$ cat src/rtl/mem_arbiter.sv
// mem_arbiter: shares the single memory device between the instruction-fetch (IF)
// and load/store (LS) requesters. Only one request is in flight at a time. Each
// request is forwarded to the device for exactly one cycle, and the device's
// registered response is returned to the port that made the request.
//
// Configuration macro: MEM_ARB_RR_EN
//   undefined (default): fixed priority, LS wins over IF.
//   defined            : round-robin arbitration using a 1-bit last-granted pointer.

`ifndef MEM_ADDR_W_DEFINED
`define MEM_ADDR_W_DEFINED
`define ADDR_W 32
`define WORD_W 32
`define MEM_COUNT_W 2
`define MEM_CODE_W 3
`define MEM_COUNT_NONE 2'd0
`define MEM_COUNT_BYTE 2'd1
`define MEM_COUNT_HALF 2'd2
`define MEM_COUNT_WORD 2'd3
`define MEM_CODE_READ 3'd1
`define MEM_CODE_WRITE 3'd2
`define MEM_CODE_MISALIGNED 3'd3
`define MEM_CODE_OUT_OF_BOUNDS 3'd4
`define MEM_CODE_INVALID 3'd5
`endif

module mem_arbiter #(
  parameter logic [`MEM_COUNT_W-1:0] MEM_ARB_IDLE_COUNT = `MEM_COUNT_NONE
) (
  input  logic                    clk,
  input  logic                    aresetn,
  // instruction-fetch port
  input  logic                    i_if_req_valid,
  input  logic [`ADDR_W-1:0]      i_if_req_addr,
  input  logic [`WORD_W-1:0]      i_if_req_wr_data,
  input  logic                    i_if_req_wr_en,
  input  logic [`MEM_COUNT_W-1:0] i_if_req_count,
  output logic                    o_if_req_ready,
  output logic                    o_if_res_valid,
  output logic [`WORD_W-1:0]      o_if_res_rd_data,
  output logic [`MEM_CODE_W-1:0]  o_if_res_code,
  // load/store port
  input  logic                    i_ls_req_valid,
  input  logic [`ADDR_W-1:0]      i_ls_req_addr,
  input  logic [`WORD_W-1:0]      i_ls_req_wr_data,
  input  logic                    i_ls_req_wr_en,
  input  logic [`MEM_COUNT_W-1:0] i_ls_req_count,
  output logic                    o_ls_req_ready,
  output logic                    o_ls_res_valid,
  output logic [`WORD_W-1:0]      o_ls_res_rd_data,
  output logic [`MEM_CODE_W-1:0]  o_ls_res_code,
  // memory device
  output logic [`ADDR_W-1:0]      o_mem_req_addr,
  output logic [`WORD_W-1:0]      o_mem_req_wr_data,
  output logic                    o_mem_req_wr_en,
  output logic [`MEM_COUNT_W-1:0] o_mem_req_count,
  input  logic [`WORD_W-1:0]      i_mem_res_rd_data,
  input  logic [`MEM_CODE_W-1:0]  i_mem_res_code,
  output logic                    o_busy
);

  typedef enum logic [1:0] {StIdle, StIssue, StCapture} state_e;

  state_e                  state_q, state_d;
  logic                    grant_ls_q, grant_ls_d;
  logic [`ADDR_W-1:0]      mem_addr_q, mem_addr_d;
  logic [`WORD_W-1:0]      mem_wr_data_q, mem_wr_data_d;
  logic                    mem_wr_en_q, mem_wr_en_d;
  logic [`MEM_COUNT_W-1:0] mem_count_q, mem_count_d;
  logic                    if_res_valid_q, if_res_valid_d;
  logic [`WORD_W-1:0]      if_res_rd_data_q, if_res_rd_data_d;
  logic [`MEM_CODE_W-1:0]  if_res_code_q, if_res_code_d;
  logic                    ls_res_valid_q, ls_res_valid_d;
  logic [`WORD_W-1:0]      ls_res_rd_data_q, ls_res_rd_data_d;
  logic [`MEM_CODE_W-1:0]  ls_res_code_q, ls_res_code_d;

  logic ls_pri;
  logic pick_ls;
  logic if_ready;
  logic ls_ready;

`ifdef MEM_ARB_RR_EN
  // 1 when LS was granted last; resets to IF so the first conflict goes to LS
  logic last_ls_q, last_ls_d;
  assign ls_pri = ~last_ls_q;
`else
  assign ls_pri = 1'b1;
`endif

  // Grant selection: a lone valid port always wins, ls_pri breaks conflicts
  always_comb begin
    pick_ls  = i_ls_req_valid & (~i_if_req_valid | ls_pri);
    ls_ready = (state_q == StIdle) & pick_ls;
    if_ready = (state_q == StIdle) & i_if_req_valid & ~pick_ls;
  end

  // Next-state and registered-output logic for the IDLE/ISSUE/CAPTURE sequence
  always_comb begin
    state_d          = state_q;
    grant_ls_d       = grant_ls_q;
    mem_addr_d       = mem_addr_q;
    mem_wr_data_d    = mem_wr_data_q;
    mem_wr_en_d      = mem_wr_en_q;
    mem_count_d      = mem_count_q;
    if_res_valid_d   = 1'b0;
    if_res_rd_data_d = if_res_rd_data_q;
    if_res_code_d    = if_res_code_q;
    ls_res_valid_d   = 1'b0;
    ls_res_rd_data_d = ls_res_rd_data_q;
    ls_res_code_d    = ls_res_code_q;
`ifdef MEM_ARB_RR_EN
    last_ls_d        = last_ls_q;
`endif
    unique case (state_q)
      StIdle: begin
        if (if_ready || ls_ready) begin
          state_d    = StIssue;
          grant_ls_d = ls_ready;
`ifdef MEM_ARB_RR_EN
          last_ls_d  = ls_ready;
`endif
          if (ls_ready) begin
            mem_addr_d    = i_ls_req_addr;
            mem_wr_data_d = i_ls_req_wr_data;
            mem_wr_en_d   = i_ls_req_wr_en;
            mem_count_d   = i_ls_req_count;
          end else begin
            mem_addr_d    = i_if_req_addr;
            mem_wr_data_d = i_if_req_wr_data;
            mem_wr_en_d   = i_if_req_wr_en;
            mem_count_d   = i_if_req_count;
          end
        end
      end
      StIssue: begin
        // Request is presented for exactly one cycle, then the bus goes idle
        state_d       = StCapture;
        mem_addr_d    = '0;
        mem_wr_data_d = '0;
        mem_wr_en_d   = 1'b0;
        mem_count_d   = MEM_ARB_IDLE_COUNT;
      end
      StCapture: begin
        state_d = StIdle;
        if (grant_ls_q) begin
          ls_res_valid_d   = 1'b1;
          ls_res_rd_data_d = i_mem_res_rd_data;
          ls_res_code_d    = i_mem_res_code;
        end else begin
          if_res_valid_d   = 1'b1;
          if_res_rd_data_d = i_mem_res_rd_data;
          if_res_code_d    = i_mem_res_code;
        end
      end
      default: state_d = StIdle;
    endcase
  end

  // State and output registers; reset aborts any transaction without a response
  always_ff @(posedge clk or negedge aresetn) begin
    if (!aresetn) begin
      state_q          <= StIdle;
      grant_ls_q       <= 1'b0;
      mem_addr_q       <= '0;
      mem_wr_data_q    <= '0;
      mem_wr_en_q      <= 1'b0;
      mem_count_q      <= MEM_ARB_IDLE_COUNT;
      if_res_valid_q   <= 1'b0;
      if_res_rd_data_q <= '0;
      if_res_code_q    <= '0;
      ls_res_valid_q   <= 1'b0;
      ls_res_rd_data_q <= '0;
      ls_res_code_q    <= '0;
`ifdef MEM_ARB_RR_EN
      last_ls_q        <= 1'b0;
`endif
    end else begin
      state_q          <= state_d;
      grant_ls_q       <= grant_ls_d;
      mem_addr_q       <= mem_addr_d;
      mem_wr_data_q    <= mem_wr_data_d;
      mem_wr_en_q      <= mem_wr_en_d;
      mem_count_q      <= mem_count_d;
      if_res_valid_q   <= if_res_valid_d;
      if_res_rd_data_q <= if_res_rd_data_d;
      if_res_code_q    <= if_res_code_d;
      ls_res_valid_q   <= ls_res_valid_d;
      ls_res_rd_data_q <= ls_res_rd_data_d;
      ls_res_code_q    <= ls_res_code_d;
`ifdef MEM_ARB_RR_EN
      last_ls_q        <= last_ls_d;
`endif
    end
  end

  assign o_if_req_ready    = if_ready;
  assign o_ls_req_ready    = ls_ready;
  assign o_if_res_valid    = if_res_valid_q;
  assign o_if_res_rd_data  = if_res_rd_data_q;
  assign o_if_res_code     = if_res_code_q;
  assign o_ls_res_valid    = ls_res_valid_q;
  assign o_ls_res_rd_data  = ls_res_rd_data_q;
  assign o_ls_res_code     = ls_res_code_q;
  assign o_mem_req_addr    = mem_addr_q;
  assign o_mem_req_wr_data = mem_wr_data_q;
  assign o_mem_req_wr_en   = mem_wr_en_q;
  assign o_mem_req_count   = mem_count_q;
  assign o_busy            = (state_q != StIdle);

endmodule

$ cat config.mk
export PLATFORM = sky130hd
export DESIGN_NAME = mem_arbiter
export DESIGN_NICKNAME = d
export VERILOG_FILES = /design/src/rtl/mem_arbiter.sv
export SDC_FILE = /design/constraint.sdc
export NUM_CORES = 1
export LEC_CHECK = 0
export ABC_CLOCK_PERIOD_IN_PS = 1650
export BUFFER_PORTS_ARGS = -buffer_cell sky130_fd_sc_hd__buf_2
export CAP_MARGIN = 10
export CORE_ASPECT_RATIO = 0.6
export CORE_MARGIN = 5
export CORE_UTILIZATION = 40
export CTS_CLUSTER_SIZE = 16
export DETAILED_ROUTE_END_ITERATION = 12
export PLACE_DENSITY = 0.83
export SLEW_MARGIN = 5
export SYNTH_ARGS = -nofsm -noshare
export SYNTH_HDL_FRONTEND = slang
export SYNTH_SLANG_ARGS = --single-unit
$ cat constraint.sdc
create_clock -name clk -period 1.65 [get_ports clk]
set_input_delay 0.33 -clock clk [delete_from_list [all_inputs] [get_ports clk]]
set_output_delay 0.33 -clock clk [all_outputs]
set_load 0.03 [all_outputs]
==> flow_summary.json, run 1 <==
{
  "outcome": "completed",
  "path_max_fanout": 4,
  "worstSetupEndpointType": "output pin",
  "rows": 34,
  "synth_edf_count": 0,
  "p_int_uw": 10400,
  "finalHoldViolations": 0,
  "period_minus_slack_ns": 1.64,
  "crit_type": "register to output pin",
  "dpl_cell_area_um2": 7710,
  "syn_nets": 563,
  "grt_usage": 0.179,
  "max_stage_delay_ns": 0.43,
  "synth-seq-cells": 142,
  "finalCritPeriodShare": 0.993,
  "nNetsFinal": 889,
  "cp_slowest_cell": "dfrtp_2",
  "stdcell_count": 927,
  "first_pass_iters": 4,
  "ys_seq_area_frac": 0.606,
  "tightest_slew_ns": 0.397,
  "cp.required_ns": 1.32,
  "die_w_um": 166,
  "min_from": "i_mem_res_rd_data[5]",
  "wl_per_cell_um": 17.3,
  "max_freq_mhz": 610,
  "p_comb_frac": 0.480,
  "syn_to_final_growth_pct": 44.2,
  "ys_async_sr_fraction": 1.00,
  "power_density_nw_per_um2": 2230,
  "drc_errors": 0,
  "drt-met1-wl_um": 7000,
  "wl_met2_um": 7930,
  "wirelength_um": 16100,
  "synthCells": 390,
  "cts.path.max_buffers": 2,
  "r2r_slack_ns": 0.05,
  "power_frac_seq": 0.324,
  "routed-wl-met3_um": 1010,
  "worstReg2RegStart": "state_q[0]",
  "vias": 4484,
  "stdcell_area_um2": 8450,
  "clkSinkCount": 142,
  "hpwl_um": 11800,
  "port_buffers": 314,
  "path_clk_slew_ns": 0.07,
  "clockPowerShare": 0.197,
  "drive_above_1_share": 0.613,
  "fillCellCount": 1179,
  "reg2regPathDepth": 5,
  "die_area_um2": 17300,
  "switching_share": 0.447,
  "clk_latency_ns": 0.40,
  "synth_common_cells": "dfrtp_1 (142), mux2_2 (70), mux2i_1 (67), o2bb2ai_1 (67), buf_2 (20)",
  "startpoint_type": "register",
  "ir_drop_uv": 1180,
  "cp.arrival_ns": 1.31,
  "cts_root_buf": "clkbuf_16",
  "drv_slew": 0,
  "cts_tree": "built",
  "timing.rr.end": "o_if_res_rd_data[1]",
  "die_y_um": 104,
  "cts_buffers": 17,
  "switching_power_uw": 8420,
  "rsz0062_at_grt": "true",
  "whs_path_depth": 2,
  "drt-initial-drc-count": 196,
  "synth_area_per_cell_um2": 15.0,
  "fin_skew_ns": 0.00837,
  "start_util": 0.407,
  "grt_pass1_vias": 4844,
  "cp_cell_sequence": "nor2_4 > nand2_2 > nor2_4 > buf_6",
  "fin_setup_tns_ns": 0,
  "antenna_left": 0,
  "leakage_uw": 0.00434,
  "synth_area_leaders": "dfrtp_1 (61%), mux2_2 (13%), mux2i_1 (11%)",
  "highest_layer": "met4",
  "fp.coreArea_um2": 14400,
  "ys_warn_count": 0,
  "relSlewSlack": 0.735,
  "finalSetupViolCount": 0,
  "synth_flop_cell": "dfrtp_1",
  "holdPathEnd": "o_ls_res_rd_data[5]",
  "cpMostUsedCell": "nor2_4",
  "netlist_area_um2": 5860,
  "hold_path_class": "primary input to register",
  "antenna_found_initial": 0,
  "synth_top_area_cell": "dfrtp_1",
  "synth.most_common_cell": "dfrtp_1",
  "n_antenna_cell": 0,
  "max_cap_violations": 0,
  "synth_top_area_share": 0.606,
  "grt_pass1_wl_um": 25500,
  "dp_cells": 884,
  "place_congestion": 0.804,
  "io_pins": 315,
  "h-tree-depth": 4,
  "via_per_inst": 4.84,
  "grt_overflow": 0,
  "grt_max_degree": 57,
  "synth_cell_types": 17
}
-- cells in the final DEF (no fill, tap or decap), types with 2 or more instances in the layout --
master / instances
buf_2: 309
dfrtp_1: 140
mux2_2: 70
mux2i_1: 67
o2bb2ai_1: 67
clkbuf_16: 18
buf_4: 13
buf_12: 9
inv_6: 6
inv_8: 5
buf_6: 4
inv_1: 3
nor2_4: 2
nand2_2: 2
dfrtp_2: 2
-- metrics by stage --
stage / power [µW] / util / hold WS (ns) / setup slack [ns]
floorplan: 12000 / - / 0.0344 / 0.0437
global placement: 14700 / 0.535 / 0.271 / 0.191
detailed placement: 14900 / 0.535 / 0.269 / 0.144
CTS: 18900 / 0.579 / 0.149 / -0.0413
global route: 19800 / 0.586 / 0.157 / -0.0454
finish: 18900 / 0.586 / 0.172 / 0.0116
-- metal layers --
layer	track usage	vias up
li1	-	2110
met1	0.235	2198
met2	0.301	167
met3	0.0449	9
met4	0.0461	0
met5	0	-
-- cells by family (layout without fill, tap and decap cells) --
family,Yosys count,count (layout),synth area share
muxes,137,137,0.249
DFF,142,142,0.606
buffers and inverters,33,372,0.0337
AOI/OAI and AO/OA,69,69,0.103
and+or+nand+nor,9,9,0.00832
-- worst max path at each step --
stage | from | end | slack [ns] | cells after the start
floorplan | i_ls_req_valid | o_if_req_ready | 0.04 | 4
finish | state_q[0] | o_if_req_ready | 0.01 | 4
global route | state_q[0] | o_if_req_ready | -0.05 | 4
CTS | state_q[1] | o_if_req_ready | -0.04 | 4
global placement | i_ls_req_valid | o_mem_req_addr[20] | 0.19 | 5
detailed placement | i_ls_req_valid | o_mem_req_wr_data[18] | 0.14 | 5
-- timing repair --
| item | in CTS | in global routing |
|---|---|---|
| gates resized for setup | 6 | 12 |
| endpoints found under the setup margin | 3 | 8 |
| cloned | 0 | 2 |
| pin swaps | 3 | 4 |
| hold buffers | 1 | 0 |
| buffers inserted | 5 | 3 |
| hold endpoints to repair | 35 | 0 |
-- worst max-delay path: cells and delay by family (launching register included) --
family | cells | cell delay (ns)
simple gates | 3 | 0.35
flops | 1 | 0.43
buf+inv | 1 | 0.14
-- area by class of cell --
cell class              count  area (µm²)  share of cell area
clock buffers              18         439              0.0519
clock inverters            14         141              0.0167
inverters                   3        11.3             0.00133
multi-input cells         215        2150               0.255
flip-flops and latches    142        3560               0.421
well taps                 198         248              0.0293
repair buffers            337        1900               0.225
-- sequential cells by signal, summed over array words and instances, names as in the netlist --
signal and count:
o_ls_res_valid 1, o_if_res_rd_data 32, o_if_res_valid 1, o_ls_res_rd_data 32, o_ls_res_code 3, o_mem_req_wr_data 32, grant_ls_q 1, o_mem_req_addr 32
state_q 2, o_mem_req_count 2, o_if_res_code 3, o_mem_req_wr_en 1
-- power by group through the flow --
stage,sequential (µW),combinational [µW],clock [µW]
after floorplan,9370,2670,0
after global placement,6070,8640,0
after detailed placement,6110,8820,0
after CTS,6100,8940,3820
after global routing,6330,9550,3950
final,6110,9050,3710
No activity file was read; power rests on OpenSTA's default activity.
==> run 2, diff against run 1 <==
==> config.mk (replaced) <==
export PLATFORM = sky130hd
export DESIGN_NAME = mem_arbiter
export DESIGN_NICKNAME = d
export VERILOG_FILES = /design/src/rtl/mem_arbiter.sv
export SDC_FILE = /design/constraint.sdc
export NUM_CORES = 1
export LEC_CHECK = 0
export ABC_AREA = 1
export ABC_CLOCK_PERIOD_IN_PS = 1650
export BUFFER_PORTS_ARGS = -buffer_cell sky130_fd_sc_hd__buf_2
export CAP_MARGIN = 10
export CORE_MARGIN = 5
export CORE_UTILIZATION = 40
export CTS_CLUSTER_SIZE = 16
export DETAILED_ROUTE_END_ITERATION = 12
export PLACE_DENSITY = 0.81
export SYNTH_ARGS = -nofsm -noshare
export SYNTH_HDL_FRONTEND = slang
export SYNTH_SLANG_ARGS = --single-unit
==> flow_summary.json, run 2 <==
{
  "drive_above_1_share": 0.341,
  "hold_path_class": "primary input to register",
  "dp_cells": 1291,
  "die_y_um": 136,
  "synth_top_area_cell": "dfrtp_1",
  "worstReg2RegStart": "state_q[1]",
  "first_pass_iters": 4,
  "place_congestion": 0.941,
  "power_density_nw_per_um2": 2310,
  "start_util": 0.402,
  "tightest_slew_ns": 0.489,
  "die_area_um2": 18400,
  "reg2regPathDepth": 8,
  "cp.required_ns": 1.32,
  "grt_overflow": 0,
  "clkSinkCount": 142,
  "fillCellCount": 1464,
  "nNetsFinal": 1273,
  "timing.rr.end": "o_mem_req_wr_data[3]",
  "ys_warn_count": 0,
  "cp.arrival_ns": 1.35,
  "die_w_um": 136,
  "relSlewSlack": 0.674,
  "rows": 46,
  "path_clk_slew_ns": 0.06,
  "finalCritPeriodShare": 1.02,
  "port_buffers": 314,
  "antenna_found_initial": 1,
  "final_common_cell": "nand2_1",
  "grt_pass1_wl_um": 30400,
  "grt_usage": 0.207,
  "violations": "setup timing",
  "synth_common_cells": "nand2_1 (342), dfrtp_1 (142), nand3_1 (132), o21ai_0 (70), inv_1 (50)",
  "fin_skew_ns": 0.00665,
  "holdPathEnd": "o_ls_res_rd_data[29]",
  "synth_area_leaders": "dfrtp_1 (56%), nand2_1 (20%), nand3_1 (10%)",
  "startpoint_type": "register",
  "setup_ws_ns": -0.0334,
  "drc_errors": 0,
  "cts.path.max_buffers": 2,
  "io_pins": 315,
  "path_max_fanout": 4,
  "outcome": "finished with violations",
  "wirelength_um": 19400,
  "cts_buffers": 17,
  "max_cap_violations": 0,
  "grt_pass1_vias": 6006,
  "synth_area_per_cell_um2": 7.92,
  "cp_slowest_cell": "dfrtp_2",
  "syn_to_final_growth_pct": 40.7,
  "cts_root_buf": "clkbuf_16",
  "drt-initial-drc-count": 411,
  "ys_async_sr_fraction": 1.00,
  "rsz0062_at_grt": "true",
  "whs_path_depth": 3,
  "leakage_uw": 0.00528,
  "via_per_inst": 4.79,
  "ir_drop_uv": 1280,
  "fin_setup_tns_ns": -0.0334,
  "cpLargestDelayFamily": "flip-flops",
  "ys_seq_area_frac": 0.562,
  "wl_per_cell_um": 14.6,
  "synth_cell_types": 15,
  "cts_tree": "built",
  "synthCells": 798,
  "cp_cell_sequence": "nor2_4 > nand2_1 > nor2_2 > buf_6",
  "antenna_left": 0,
  "drv_slew": 0,
  "syn_nets": 971,
  "min_from": "i_mem_res_rd_data[29]",
  "period_minus_slack_ns": 1.68,
  "h-tree-depth": 4,
  "stdcell_count": 1330,
  "grt_max_degree": 72,
  "synth_flop_cell": "dfrtp_1",
  "max_freq_mhz": 594,
  "synth_edf_count": 0,
  "clk_latency_ns": 0.41,
  "fp.coreArea_um2": 15700,
  "mostFrequentLayoutCells": "nand2_1 (339), buf_2 (310), dfrtp_1 (141)",
  "synth.most_common_cell": "nand2_1",
  "hold_slack_ns": 0.184,
  "hpwl_um": 14200,
  "synth-seq-cells": 142,
  "vias": 6373,
  "synth_top_area_share": 0.562,
  "crit_type": "register to output pin",
  "crit_buf_inv": 1,
  "finalSetupViolCount": 1,
  "max_stage_delay_ns": 0.42,
  "worstSetupEndpointType": "output pin",
  "r2r_slack_ns": 0.22,
  "finalHoldViolations": 0,
  "netlist_area_um2": 6320
}
[run 2: kinds of logic (layout without fill, tap and decap cells)]
kind of cell	count (synthesis)	in the layout	share of synthesized area
AOI/OAI and AO/OA	72	72	0.0570
buffers and inverters	107	422	0.0705
DFF	142	142	0.562
other	0	1	0
and+or+nand+nor	477	477	0.310
[run 2: per-stage QoR]
stage	util	setup slack [ns]	cell area [µm²]	total power, µW
floorplan	-	0.155	6320	13100
global placement	0.522	0.187	8200	16300
detailed placement	0.522	0.136	8200	16500
CTS	0.564	-0.0678	8860	20600
global route	0.566	-0.126	8890	21900
finish	0.566	-0.0334	8890	20600
[run 2: routing by layer]
metal | routed length [µm] | track usage | up-vias
met5 | 0 | 0 | -
met4 | 519 | 0.0705 | 0
met3 | 1300 | 0.0513 | 39
met2 | 9810 | 0.340 | 261
met1 | 7810 | 0.269 | 2946
li1 | - | - | 3127
[run 2: final cells by class]
type                            instances  area, µm²  share of cell area
Timing Repair Buffer                  338       1900               0.214
Clock inverter                         13        178              0.0200
Sequential cell                       142       3550               0.400
Tap cell                              216        270              0.0304
Clock buffer                           19        433              0.0487
Inverter                               52        198              0.0222
Antenna cell                            1       2.50            0.000281
Multi-Input combinational cell        549       2350               0.264
[run 2: worst max path at each step]
stage / startpoint / endpoint / slack, ns / cells after the start
floorplan: state_q[0] / o_if_req_ready / 0.16 / 4
global placement: state_q[1] / o_mem_req_addr[10] / 0.19 / 7
detailed placement: state_q[1] / o_mem_req_addr[10] / 0.14 / 7
CTS: state_q[1] / o_if_req_ready / -0.07 / 4
global route: state_q[1] / o_if_req_ready / -0.13 / 4
finish: state_q[1] / o_if_req_ready / -0.03 / 4
[run 2: repair_timing]
action	CTS	global route
setup buffers	2	3
resized for setup	9	3
hold endpoints to repair	28	0
setup endpoints to repair	2	3
hold buffers	1	0
pin swaps	1	0
[run 2: where the power goes]
group	internal (µW)	total, µW	switching (µW)
Combinational	3080	10600	7550
Clock	2420	3970	1550
Sequential	5140	5980	834
Total	10600	20600	9930
[run 2: tightest hold or removal path, cell delays in order]
cell	delay [ns]
buf_2	0.09
inv_1	0.05
o21ai_0	0.07
